**config.mk**
```make
export PLATFORM = sky130hd
export DESIGN_NAME = selezionatore_nvie_reg
export DESIGN_NICKNAME = d
export VERILOG_FILES = /design/src/rtl/selezionatore_nvie_reg.sv
export SDC_FILE = /design/constraint.sdc
export NUM_CORES = 1
export LEC_CHECK = 0
export ABC_AREA = 1
export CAP_MARGIN = 10
export CORE_ASPECT_RATIO = 1.4
export CORE_MARGIN = 4
export CORE_UTILIZATION = 45
export CTS_BUF_LIST = sky130_fd_sc_hd__clkbuf_8
export DETAILED_ROUTE_END_ITERATION = 16
export HOLD_SLACK_MARGIN = 0.06
export PLACE_DENSITY = 0.77
export SLEW_MARGIN = 25
export SYNTH_ARGS = -nofsm -noshare
export SYNTH_HDL_FRONTEND = slang
export SYNTH_SLANG_ARGS = --single-unit
```
**constraint.sdc**
```tcl
create_clock -name clock -period 1.5 [get_ports clock]
set_input_delay 0.3 -clock clock [delete_from_list [all_inputs] [get_ports clock]]
set_output_delay 0.3 -clock clock [all_outputs]
set_load 0.02 [all_outputs]
```
**src/rtl/selezionatore_nvie_reg.sv**
```systemverilog
// Registered K-way demultiplexer with valid/ready flow control per way,
// broadcast delivery and a sticky flag for out-of-range selector values.
module selezionatore_nvie_reg #(
    parameter int N     = 32,
    parameter int K     = 8,
    parameter int SEL_W = 3
) (
    input  logic               clock,
    input  logic               reset_n,
    input  logic [N-1:0]       x,
    input  logic [SEL_W-1:0]   alpha,
    input  logic               bcast,
    input  logic               in_valid,
    output logic               in_ready,
    output logic [K*N-1:0]     z,
    output logic [K-1:0]       out_valid,
    input  logic [K-1:0]       out_ready,
    output logic               err_sel
);

    // Handshake: a word moves on any edge where valid and ready are both high.
    // in_ready never looks at in_valid; out_ready is ignored on an empty way.

    logic [K-1:0]   vld_q, vld_d;
    logic [K*N-1:0] data_q, data_d;
    logic           err_q, err_d;

    logic [K-1:0]   sel_hit;
    logic           sel_in_range;
    logic [K-1:0]   free;
    logic [K-1:0]   load;
    logic           acc;

    // Decoding alpha against each way index also tells us whether alpha < K.
    always_comb begin
        sel_hit = '0;
        for (int i = 0; i < K; i++) begin
            sel_hit[i] = (alpha == SEL_W'(i));
        end
        sel_in_range = |sel_hit;
    end

    // A way is free when empty or draining this cycle.
    assign free = ~vld_q | out_ready;

    always_comb begin
        if (bcast) begin
            in_ready = &free;
        end else if (sel_in_range) begin
            in_ready = |(sel_hit & free);
        end else begin
            in_ready = 1'b1;
        end
    end

    assign acc = in_valid & in_ready;

    // Broadcast only loads when every way is free, so it is all-or-nothing.
    always_comb begin
        load = '0;
        if (acc) begin
            load = bcast ? {K{1'b1}} : sel_hit;
        end
    end

    always_comb begin
        vld_d  = load | (vld_q & ~out_ready);
        err_d  = err_q | (acc & ~bcast & ~sel_in_range);
        data_d = data_q;
        for (int i = 0; i < K; i++) begin
            if (load[i]) begin
                data_d[i*N +: N] = x;
            end
        end
    end

    always_ff @(posedge clock or negedge reset_n) begin
        if (!reset_n) begin
            vld_q  <= '0;
            data_q <= '0;
            err_q  <= 1'b0;
        end else begin
            vld_q  <= vld_d;
            data_q <= data_d;
            err_q  <= err_d;
        end
    end

    assign z         = data_q;
    assign out_valid = vld_q;
    assign err_sel   = err_q;

endmodule

```
Yosys cells after proc, flatten, opt, wreduce, memory -nomap -nowiden
Index checks and enable logic that the tools add are counted.
{"block": "totals", "ff_bits": 265, "in_bits": 47, "output_inout_bits": 266, "elab_cells": 37}
{"block": "op_classes", "n_eq_ne": 7, "muxes": 4, "bitwise": 12, "reduce_logical": 4}
{"op": "AND 8 bit", "n": 2}
{"op": "2-to-1 mux 8 bit", "n": 2}
{"op": "inverter 8 bit", "n": 2}
{"op": "bitwise OR 8 bit", "n": 2}
{"op": "OR reduction 8 bit", "n": 2}
{"op": "equality test 3 bit (second input constant)", "n": 4}
{"op": "AND reduction 8 bit", "n": 1}
{"op": "equality test 3 x 2 -> 1 bit (second input constant)", "n": 2}
{"op": "AND 1 bit", "n": 3}
{"op": "equality test 3 x 1 -> 1 bit (second input constant)", "n": 1}
{"op": "logical NOT 3 bit", "n": 1}
{"op": "2-to-1 mux 1 bit", "n": 2}
{"op": "inverter 1 bit", "n": 2}
{"op": "bitwise OR 1 bit", "n": 1}

Depth between registers and ports, before layout
Gate-level depths: netlist of run 1.
{"block": "logic_depth", "word_depth": 10, "depth_mapped": 14, "ltp_nobuf": 11}

Worst setup path after synthesis of run 1
OpenSTA, ideal clock, no wires.
{"block": "synth_timing", "kind": "reg2reg", "from": "reg vld_q[6] (netlist: out_valid[6])", "to": "reg data_q[233] (netlist: z[233])", "setup_ns": 0.117, "arrival_ns": 1.482, "required_time_ns": 1.383, "path_slack_ns": -0.099, "stages_incl_launch_ff": 13, "n_path_buf": 3, "synth_period_minus_slack_ns": 1.599, "path_cell_list": "dfrtp_1 -> nand2_1 -> nand3_1 -> nand2_1 -> nor2_1 -> nand2_1 -> nand2_1 -> nand2_2 -> buf_6 -> buf_12 -> buf_4 -> nand4_1 -> nand2_1"}
{"block": "synth_via", "elab_chain_cells": 8, "word_cells_on_any_way": 9, "cone_classes": "3 x mux; 4 x bitwise; 2 x reduce/logical"}
{"item": "start, declared", "line": "24", "source": "logic [K-1:0] vld_q, vld_d;"}
{"item": "start signal, assigned", "line": "83", "source": "vld_q <= vld_d;"}
{"item": "inverter 8 bit *", "line": "44", "source": "assign free = ~vld_q | out_ready;"}
{"item": "bitwise OR 8 bit *", "line": "44"}
{"item": "AND 8 bit", "line": "50", "source": "in_ready = |(sel_hit & free);"}
{"item": "OR reduction 8 bit", "line": "50"}
{"item": "2-to-1 mux 1 bit", "line": "49", "source": "end else if (sel_in_range) begin"}
{"item": "2-to-1 mux 1 bit *", "line": "47", "source": "if (bcast) begin"}
{"item": "AND 1 bit *", "line": "56", "source": "assign acc = in_valid & in_ready;"}
{"item": "2-to-1 mux 8 bit *", "line": "61", "source": "if (acc) begin"}
{"item": "end signal, assigned", "line": "84", "source": "data_q <= data_d;"}
{"item": "end, declared", "line": "25", "source": "logic [K*N-1:0] data_q, data_d;"}
Mark *: on every way between the ends. The rest lies on a longest branch, timed or not.
A chain may end at the register's enable or synchronous reset.

Worst setup path in the final report of run 1
{"block": "layout_timing", "from": "reg vld_q[7] (netlist: out_valid[7])", "to": "reg data_q[117] (netlist: z[117])"}
The elaborated chain is that of the path after synthesis.

==> out/metrics.cfg, run 1 <==
[outcome]
status=finished, violations left
violations=setup timing

[finish]
fin_area_um2=17100
layout-drive-gt1-share=0.249
fillCellCount=1834
final_cell_mix=nand2_1, nand4_1, dfrtp_1
syn_to_final_growth_pct=51.7
n_antenna_cell=0
final_common_cell=nand2_1
nNetsFinal=1636

[pwr]
power_density_nw_per_um2=1700
fin_total_pwr_w=0.0291
ir_worst_vdd_mv=0.870
power.leakage_nw=10.7

[sta]
finalCritPeriodShare=1.33
fmax_mhz=500
setup-tns-final_ns=-117.19
whs_ns=0.231
skew_ns=0.0159
finalSetupViolations=270
slew_headroom=0.668
setup_ws_ns=-0.498
slew_viol_final=0
tightest_slew_ns=0.496
rsz0062_at_grt=yes
hold_viol_final=0
min_period_ns=2.00

[grt]
antenna_found_initial=0
grt_max_degree=106
grt_pass1_vias=10483
track_usage=0.281
grt-ovfl-total=0
grt_pass1_wl_um=61600

[cts]
cts_max_level=2
clkTransAtPathRegs_ns=0.06
cts_buffers=41
cts_num_sinks=265
clk_path_buf_depth=3
cts_tree=done
clock_latency_ns=0.54
cts_root_buf=clkbuf_8

[floorplan]
dieArea_um2=27700
die_w_um=142
start_util=0.458
num_rows=68
core_area_um2=24700
ioPinCount=313
die_h_um=196

[setup_path]
r2r_start=out_valid[7]
rr_endpoint=z[117]
cp-end-kind=flip-flop
max_stage_delay_ns=0.43
start_kind=flip-flop
crit_top_cell=nand2_2
worstPathArrival_ns=2.43
cp_slowest_cell=dfrtp_2
r2r_cells=15
rrSetupSlack_ns=-0.50
path_cells=nand2_4 > buf_6 > nand2_2 > nand2_1 > nor2_1 > nand2_1 > nand2_2 > nand2_8 > buf_6 > buf_12 > buf_12 > nand3_4 > clkbuf_16 > nand2_4 > nand2_2
critPathKind=flip-flop to flip-flop
crit_required_ns=1.93
worstPathMaxFanout=8

[yosys]
synth.area.top_cells=dfrtp_1, nand2_1, nand4_1
synth_cell_types=20
syn_area_um2=11300
yosysTopAreaCell=dfrtp_1
yosys.area.top_type_share=0.587
syn_inst=1250
syn_avg_cell_area_um2=9.04
ys_seq_area_frac=0.587
synth-seq-cells=265
synth_nets=1297
yosysWarnings=0

[routing]
post-route-drc-count=0
avgViaCountPerCell=5.76
ant_nets=0
wl_um=43900
dr.pass1.iters=5
vias=11147
drt-wirelength-per-cell_um=22.7
drt_iter0_markers=991

[place]
dp_hpwl_um=26300
gp_congestion=0.911
placed_area_um2=15100
portBuffers=312

[hold_path]
hold_class=input port to flip-flop
holdCritStartpoint=in_valid
holdPathEnd=z[16]
hold_path_depth=3

[job]
drv_cap=0

==> final cells by class <==
cell class                      count  area [um2]  area share
Clock inverter                     22        93.8     0.00547
Inverter                           12        52.6     0.00307
Multi-Input combinational cell    833        4370       0.255
Sequential cell                   265        6640       0.387
Timing Repair Buffer              436        4870       0.284
Clock buffer                       52         716      0.0417
Tap cell                          315         394      0.0230
==> how the worst max path moves through the flow <==
stage | endpoint | cells after the start | startpoint
floorplan | z[97] | 12 | out_valid[2]
global placement | in_ready | 9 | alpha[0]
detailed placement | in_ready | 9 | alpha[0]
CTS | in_ready | 6 | out_valid[6]
global route | z[102] | 15 | out_valid[7]
finish | z[117] | 15 | out_valid[7]
==> flip-flops by register name, summed over array words and instances, names as in the netlist <==
| name | count |
|---|---|
| z | 256 |
| err_sel | 1 |
| out_valid | 8 |
==> power by group <==
group          internal, W  total (W)  leakage, nW  switching (W)
Clock              0.00312    0.00591        0.477        0.00279
Combinational      0.00497     0.0122         6.97        0.00721
Sequential         0.00942     0.0110         3.30        0.00161
Total               0.0175     0.0291         10.7         0.0116
==> what timing repair did <==
| item | in CTS | in global routing |
|---|---|---|
| endpoints found under the hold margin | 204 | 0 |
| pin swaps | 9 | 33 |
| gates resized for setup | 44 | 494 |
| gates cloned | 3 | 14 |
| buffers inserted | 17 | 5 |
| hold buffers | 1 | 0 |
| endpoints found under the setup margin | 530 | 530 |
==> metrics by stage <==
stage	utilization	setup slack, ns	std cells
floorplan	-	-0.0347	1250
CTS	0.659	-0.489	1918
global placement	0.610	-1.09	1823
global route	0.695	-0.583	1935
finish	0.695	-0.498	1935
detailed placement	0.610	-1.08	1823
==> Yosys cell counts <==
| cell type | count |
|---|---|
| nand2_1 | 549 |
| dfrtp_1 | 265 |
| nand4_1 | 257 |
| clkbuf_1 | 59 |
| clkbuf_2 | 30 |
| buf_2 | 21 |
| buf_6 | 21 |
| nand3_1 | 11 |
| inv_1 | 10 |
| buf_4 | 6 |
| nor2_1 | 6 |
| nand3_2 | 5 |
| nor2_2 | 2 |
| o21ai_1 | 2 |
| buf_1 | 1 |
| buf_12 | 1 |
| buf_8 | 1 |
| clkinv_1 | 1 |
| inv_4 | 1 |
| nand2_2 | 1 |
==> worst max-delay path: cells and delay by family, from the launching register on <==
kind | cells | cell delay (ns)
and+or+nand+nor | 10 | 0.78
DFF | 1 | 0.43
buffers and inverters | 5 | 0.68
==> kinds of logic (layout without fill, tap and decap cells) <==
logic type / Yosys count / in the layout / synth area share
AND/OR/NAND/NOR: 831 / 831 / 0.338
AO/OA/AOI/OAI: 2 / 2 / 0.000886
buffers and inverters: 152 / 522 / 0.0747
flip-flops: 265 / 265 / 0.587
==> layer usage <==
| layer | routed length (um) | up-vias | global-route usage |
|---|---|---|---|
| met4 | 2800 | 0 | 0.135 |
| met3 | 3230 | 158 | 0.0500 |
| met1 | 16100 | 5438 | 0.365 |
| met2 | 21800 | 650 | 0.454 |
| li1 | - | 4901 | - |
| met5 | 0 | - | 0 |
Power figures use the tool's default switching activity.
==> run 2: changes to the inputs <==
==> constraint.sdc (replaced) <==
create_clock -name clock -period 1.5 [get_ports clock]
set_input_delay 0.3 -clock clock [delete_from_list [all_inputs] [get_ports clock]]
set_output_delay 0.3 -clock clock [all_outputs]
set_load 0.05 [all_outputs]
==> run 2 against run 1 <==
Against the previous run:
- the run still ends with setup timing left
- setup slack got worse by 0.11 ns
- combinational power up 97%
- global-route usage increased by 2.2 points
- die area did not move
- critical endpoint is now in_ready
==> out/metrics.cfg, run 2 (synthesized netlist as in run 1, its figures left out) <==
[outcome]
status=finished, violations left
violations=setup timing

[hold_path]
hold_class=input port to flip-flop

[pwr]
fin_total_pwr_w=0.0422  ; +45%
power.leakage_nw=9.94  ; -7.5%
power_density_nw_per_um2=2100  ; +24%
ir_worst_vdd_mv=1.53  ; +76%

[finish]
n_antenna_cell=0  ; unchanged
layout-drive-gt1-share=0.378  ; +0.129
final_cell_mix=nand2_1, buf_12, nand4_1, dfrtp_1, nand2_2
utilization=0.813  ; +0.118
final_common_cell=nand2_1
syn_to_final_growth_pct=77.5
multi_input_area_um2=4270  ; -2.5%
nNetsFinal=1671  ; +2.1%
ff_latch_area_um2=6640  ; unchanged
fillCellCount=1240  ; -32%
largest_reg_flops=256  ; unchanged

[place]
gp_congestion=0.910  ; about the same
dp_slack_ns=-0.797  ; +0.284 ns
portBuffers=312  ; unchanged
dp_hpwl_um=29300  ; +11%

[sta]
setup_ws_ns=-0.607  ; -0.109 ns
slew_headroom=0.657  ; -0.0116
min_period_ns=2.11  ; +0.109 ns
fmax_mhz=475  ; -5.2%
slew_viol_final=0  ; unchanged
tightest_slew_ns=0.513  ; +0.0173 ns
hold_viol_final=0  ; unchanged
skew_ns=0.0415  ; +0.0256 ns
finalCritPeriodShare=1.40  ; +0.0726
rsz0062_at_grt=yes
finalSetupViolations=276  ; +2.2%

[grt]
grt-ovfl-total=0  ; unchanged
grt_max_degree=91  ; -14%
antenna_found_initial=0  ; unchanged
grt_pass1_vias=11396  ; +8.7%
grt_pass1_wl_um=65700  ; +6.7%
track_usage=0.303  ; +0.0220

[cts]
clk_path_buf_depth=3  ; unchanged
cts_buffers=39  ; -4.9%
cts_num_sinks=265  ; unchanged
clkTransAtPathRegs_ns=0.07  ; about the same
cts_max_level=2  ; unchanged
cts_tree=done
cts_root_buf=clkbuf_8
clock_latency_ns=0.57  ; +0.03 ns

[floorplan]
num_rows=68  ; unchanged
dieArea_um2=27700  ; unchanged
core_area_um2=24700  ; unchanged
die_w_um=142  ; unchanged
die_h_um=196  ; unchanged
start_util=0.458  ; unchanged
ioPinCount=313  ; unchanged

[routing]
dr.pass1.iters=6  ; +1
vias=12104  ; +8.6%
drt-wirelength-per-cell_um=26.1  ; +15%
wl_um=51300  ; +17%
post-route-drc-count=0  ; unchanged
drt_iter0_markers=1293  ; +30%
avgViaCountPerCell=6.16  ; +6.9%
ant_nets=0  ; unchanged

[job]
drv_cap=0  ; unchanged

[setup_path]
crit_required_ns=1.20  ; -0.73 ns
cp-end-kind=output pin
critPathKind=flip-flop to output pin
start_kind=flip-flop
worstPathArrival_ns=1.81  ; -0.62 ns
worstPathMaxFanout=3  ; -5

run 2: worst paths after layout:
check / from / endpoint / slack, ns / cells after the start
worst max-delay path: out_valid[3] / in_ready / -0.61 / 9
worst min-delay path: in_valid / z[128] / 0.17 / 3
worst max register to register: out_valid[3] / z[146] / -0.57 / 12
worst min register to register: err_sel / err_sel / 0.44 / 0
max in group asynchronous: reset_n / z[71] / 0.53 / 3
min in group asynchronous: reset_n / z[101] / 0.24 / 2
run 2: final cells by class:
type                       instances  share of cell area
tap                              315              0.0196
timing repair buffer             473               0.396
multi-input combinational        833               0.213
inverter                          12             0.00237
sequential                       265               0.331
clock inverter                    20             0.00586
clock buffer                      47              0.0322
run 2: repair_timing:
action	in CTS	in global routing
hold buffers	1	0
cloned	0	37
pin swaps	6	23
setup buffers	5	13
resized for setup	5	164
endpoints found under the setup margin	273	273
hold endpoints to repair	38	0
run 2: where the power goes:
part	leakage [nW]	switching, W	total (W)	internal (W)
clock	0.432	0.00292	0.00593	0.00301
sequential	3.30	0.00292	0.0123	0.00941
combinational	6.21	0.0130	0.0240	0.0109
run 2: stage by stage:
step / hold WS (ns) / area, um2 / TNS (ns) / cells
final: 0.169 / 20100 / -120.99 / 1965
after global routing: 0.187 / 20100 / -146.66 / 1965
after global placement: 0.238 / 17900 / -186.38 / 1843
after floorplan: 0.00441 / 11400 / -33.37 / 1250
after CTS: 0.139 / 18700 / -103.05 / 1916
after detailed placement: 0.244 / 17900 / -191.58 / 1843
run 2: layer usage:
layer,share of wire,vias up,track usage
met3,0.10,310,0.0576
met5,0,-,0
met4,0.099,0,0.186
li1,-,4953,-
met1,0.32,5851,0.348
met2,0.48,990,0.517
run 2: critical path, stage by stage, from the launching register on:
cell and delay (ns):
dfrtp_2 0.40, nand2_4 0.08, nand2_1 0.08, nand2_1 0.05, nor2_1 0.09, nand2_1 0.08, nand2_2 0.12, nand2_8 0.06
buf_12 0.13, buf_12 0.14
==> run 3: changes to the inputs <==
--- a/config.mk
+++ b/config.mk
@@ -11,6 +11,7 @@
 export CORE_MARGIN = 4
 export CORE_UTILIZATION = 45
 export CTS_BUF_LIST = sky130_fd_sc_hd__clkbuf_8
+export CTS_CLUSTER_SIZE = 8
 export DETAILED_ROUTE_END_ITERATION = 16
 export HOLD_SLACK_MARGIN = 0.06
 export PLACE_DENSITY = 0.77
==> run 3 against run 2 <==
Against the previous run:
- the flow still finishes with violations (setup timing)
- power shrank 2.4%
- routed wire length decreased by 4.2%
- design area is 1.2% lower
- flip-flop and latch count is the same
- setup slack improved by 0.045 ns
- register-to-register slack improved by 0.03 ns
- clock-buffer cell count is 5 lower
- critical path type unchanged
- critical endpoint unchanged
- largest power group unchanged
==> out/metrics.cfg, run 3 (synthesized netlist as in run 1, its figures left out) <==
[outcome]
violations=setup timing
status=finished, violations left

[pwr]
sw_frac_of_total=0.449  ; +0.00229
power_density_nw_per_um2=2080  ; -1.2%
power.leakage_nw=9.80  ; -1.4%
power.internal_w=0.0227  ; -2.8%
ir_worst_vdd_mv=1.38  ; -10%
p_comb_frac=0.572  ; +0.005
p_sw_w=0.0185  ; -1.9%
pwr-share-clk=0.128  ; -0.013
power_frac_seq=0.300  ; +0.008

[sta]
finalSetupViolations=273  ; -1.1%
min_period_ns=2.06  ; -0.0453 ns
finalCritPeriodShare=1.37  ; -0.0302
slew_headroom=0.658  ; +0.00152
skew_ns=0.0204  ; -0.0210 ns
setup_ws_ns=-0.562  ; +0.0453 ns
slew_viol_final=0  ; unchanged
rsz0062_at_grt=yes
hold_viol_final=0  ; unchanged
tightest_slew_ns=0.511  ; -0.00228 ns
fmax_mhz=485  ; +2.2%
setup-tns-final_ns=-114.88  ; +6.11 ns

[routing]
drt_iter0_markers=1048  ; -19%
drt-wirelength-per-cell_um=25.2  ; -3.4%
ant_nets=0  ; unchanged
dr.pass1.iters=5  ; -1
wl_um=49200  ; -4.2%
vias=11772  ; -2.7%
post-route-drc-count=0  ; unchanged
avgViaCountPerCell=6.04  ; -1.9%

[setup_path]
cp-end-kind=output pin
start_kind=flip-flop
worstPathArrival_ns=1.76  ; -0.05 ns
critPathKind=flip-flop to output pin
worstPathMaxFanout=3  ; unchanged
crit_required_ns=1.20  ; about the same

[cts]
cts_max_level=2  ; unchanged
clk_path_buf_depth=3  ; unchanged
cts_root_buf=clkbuf_8
clock_latency_ns=0.55  ; -0.02 ns
clkTransAtPathRegs_ns=0.06  ; about the same
cts_tree=done
cts_num_sinks=265  ; unchanged
cts_buffers=40  ; +2.6%

[job]
drv_cap=0  ; unchanged

[finish]
utilization=0.804  ; -0.00953
final_cell_mix=nand2_1, buf_12, nand4_1, dfrtp_1, nand2_2
largest_reg_flops=256  ; unchanged
n_antenna_cell=0  ; unchanged
final_common_cell=nand2_1
layout-drive-gt1-share=0.391  ; +0.0129
fin_area_um2=19800  ; -1.2%
syn_to_final_growth_pct=75.5
nNetsFinal=1664  ; -0.42%

[grt]
grt_pass1_vias=11335  ; -0.54%
grt_max_degree=91  ; unchanged
track_usage=0.298  ; -0.00530
grt_pass1_wl_um=64600  ; -1.6%
antenna_found_initial=0  ; unchanged
grt-ovfl-total=0  ; unchanged

[place]
dp_hpwl_um=29300  ; unchanged
gp_congestion=0.910  ; unchanged
placed_area_um2=17900  ; unchanged
portBuffers=312  ; unchanged

[floorplan]
dieArea_um2=27700  ; unchanged
core_area_um2=24700  ; unchanged
die_h_um=196  ; unchanged
ioPinCount=313  ; unchanged
die_w_um=142  ; unchanged
num_rows=68  ; unchanged
start_util=0.458  ; unchanged

[hold_path]
hold_class=input port to flip-flop

## run 3: cell count changes in the layout (fill, tap and decap cells not counted), moves of 2 or more
cell	before	now
buf_4	82	89
buf_6	16	9
buf_8	7	4
clkbuf_16	23	19
clkbuf_8	48	43
clkinv_2	4	1
inv_1	22	24
nand2_1	437	403
nand2_2	105	141
nand2_4	7	5
nand3_2	7	5
## run 3: layer usage
| layer | track usage | wire (um) | vias to the layer above |
|---|---|---|---|
| met1 | 0.345 | 15900 | 5697 |
| li1 | - | - | 4930 |
| met2 | 0.501 | 23700 | 869 |
| met4 | 0.186 | 4650 | 0 |
| met5 | 0 | 0 | - |
| met3 | 0.0588 | 4910 | 276 |
## run 3: what timing repair did
action	4_1_cts	5_1_grt
hold endpoints to repair	38	0
hold buffers	1	0
pin swaps	6	7
resized for setup	5	177
cloned	0	28
buffers inserted	5	14
endpoints found under the setup margin	273	273
## run 3: power by group through the flow
| stage | Sequential (W) | Combinational (W) | Clock (W) |
|---|---|---|---|
| 5_1_grt | 0.0126 | 0.0242 | 0.00561 |
| 6_report | 0.0124 | 0.0236 | 0.00528 |
| 4_1_cts | 0.0121 | 0.0224 | 0.00527 |
| 3_5_place_dp | 0.0121 | 0.0224 | 0 |
| 3_3_place_gp | 0.0121 | 0.0220 | 0 |
| 2_1_floorplan | 0.0187 | 0.00299 | 0 |
## run 3: final cells by class
cell class                      instances  area, um2
Timing Repair Buffer                  465       7750
Sequential cell                       265       6640
Fill cell                            1309       4850
Multi-Input combinational cell        833       4340
Clock buffer                           42        578
Tap cell                              315        394
Clock inverter                         17       72.6
Inverter                               12       47.5
## run 3: final timing paths
path	start	end	slack [ns]	depth (start not counted)
max in group asynchronous	reset_n	z[105]	0.53	3
max	out_valid[3]	in_ready	-0.56	9
min in group asynchronous	reset_n	z[99]	0.25	2
max reg2reg	out_valid[3]	z[81]	-0.54	12
min	in_valid	z[128]	0.19	3
min reg2reg	err_sel	err_sel	0.44	0
## run 3: per-stage QoR
stage	hold slack (ns)	power, W	setup WS, ns	std cells
2_1_floorplan	0.00441	0.0217	-0.135	1250
6_report	0.193	0.0412	-0.562	1949
3_5_place_dp	0.244	0.0345	-0.797	1843
5_1_grt	0.210	0.0424	-0.659	1949
3_3_place_gp	0.238	0.0341	-0.751	1843
4_1_cts	0.143	0.0398	-0.595	1908
## run 3: worst max-delay path, cell delays in order, from the launching register on
cell     delay (ns)
dfrtp_2        0.38
nand2_4        0.07
nand2_1        0.08
nand2_1        0.06
nor2_1         0.09
nand2_1        0.08
nand2_2        0.11
nand2_8        0.06
buf_12         0.13
buf_12         0.14
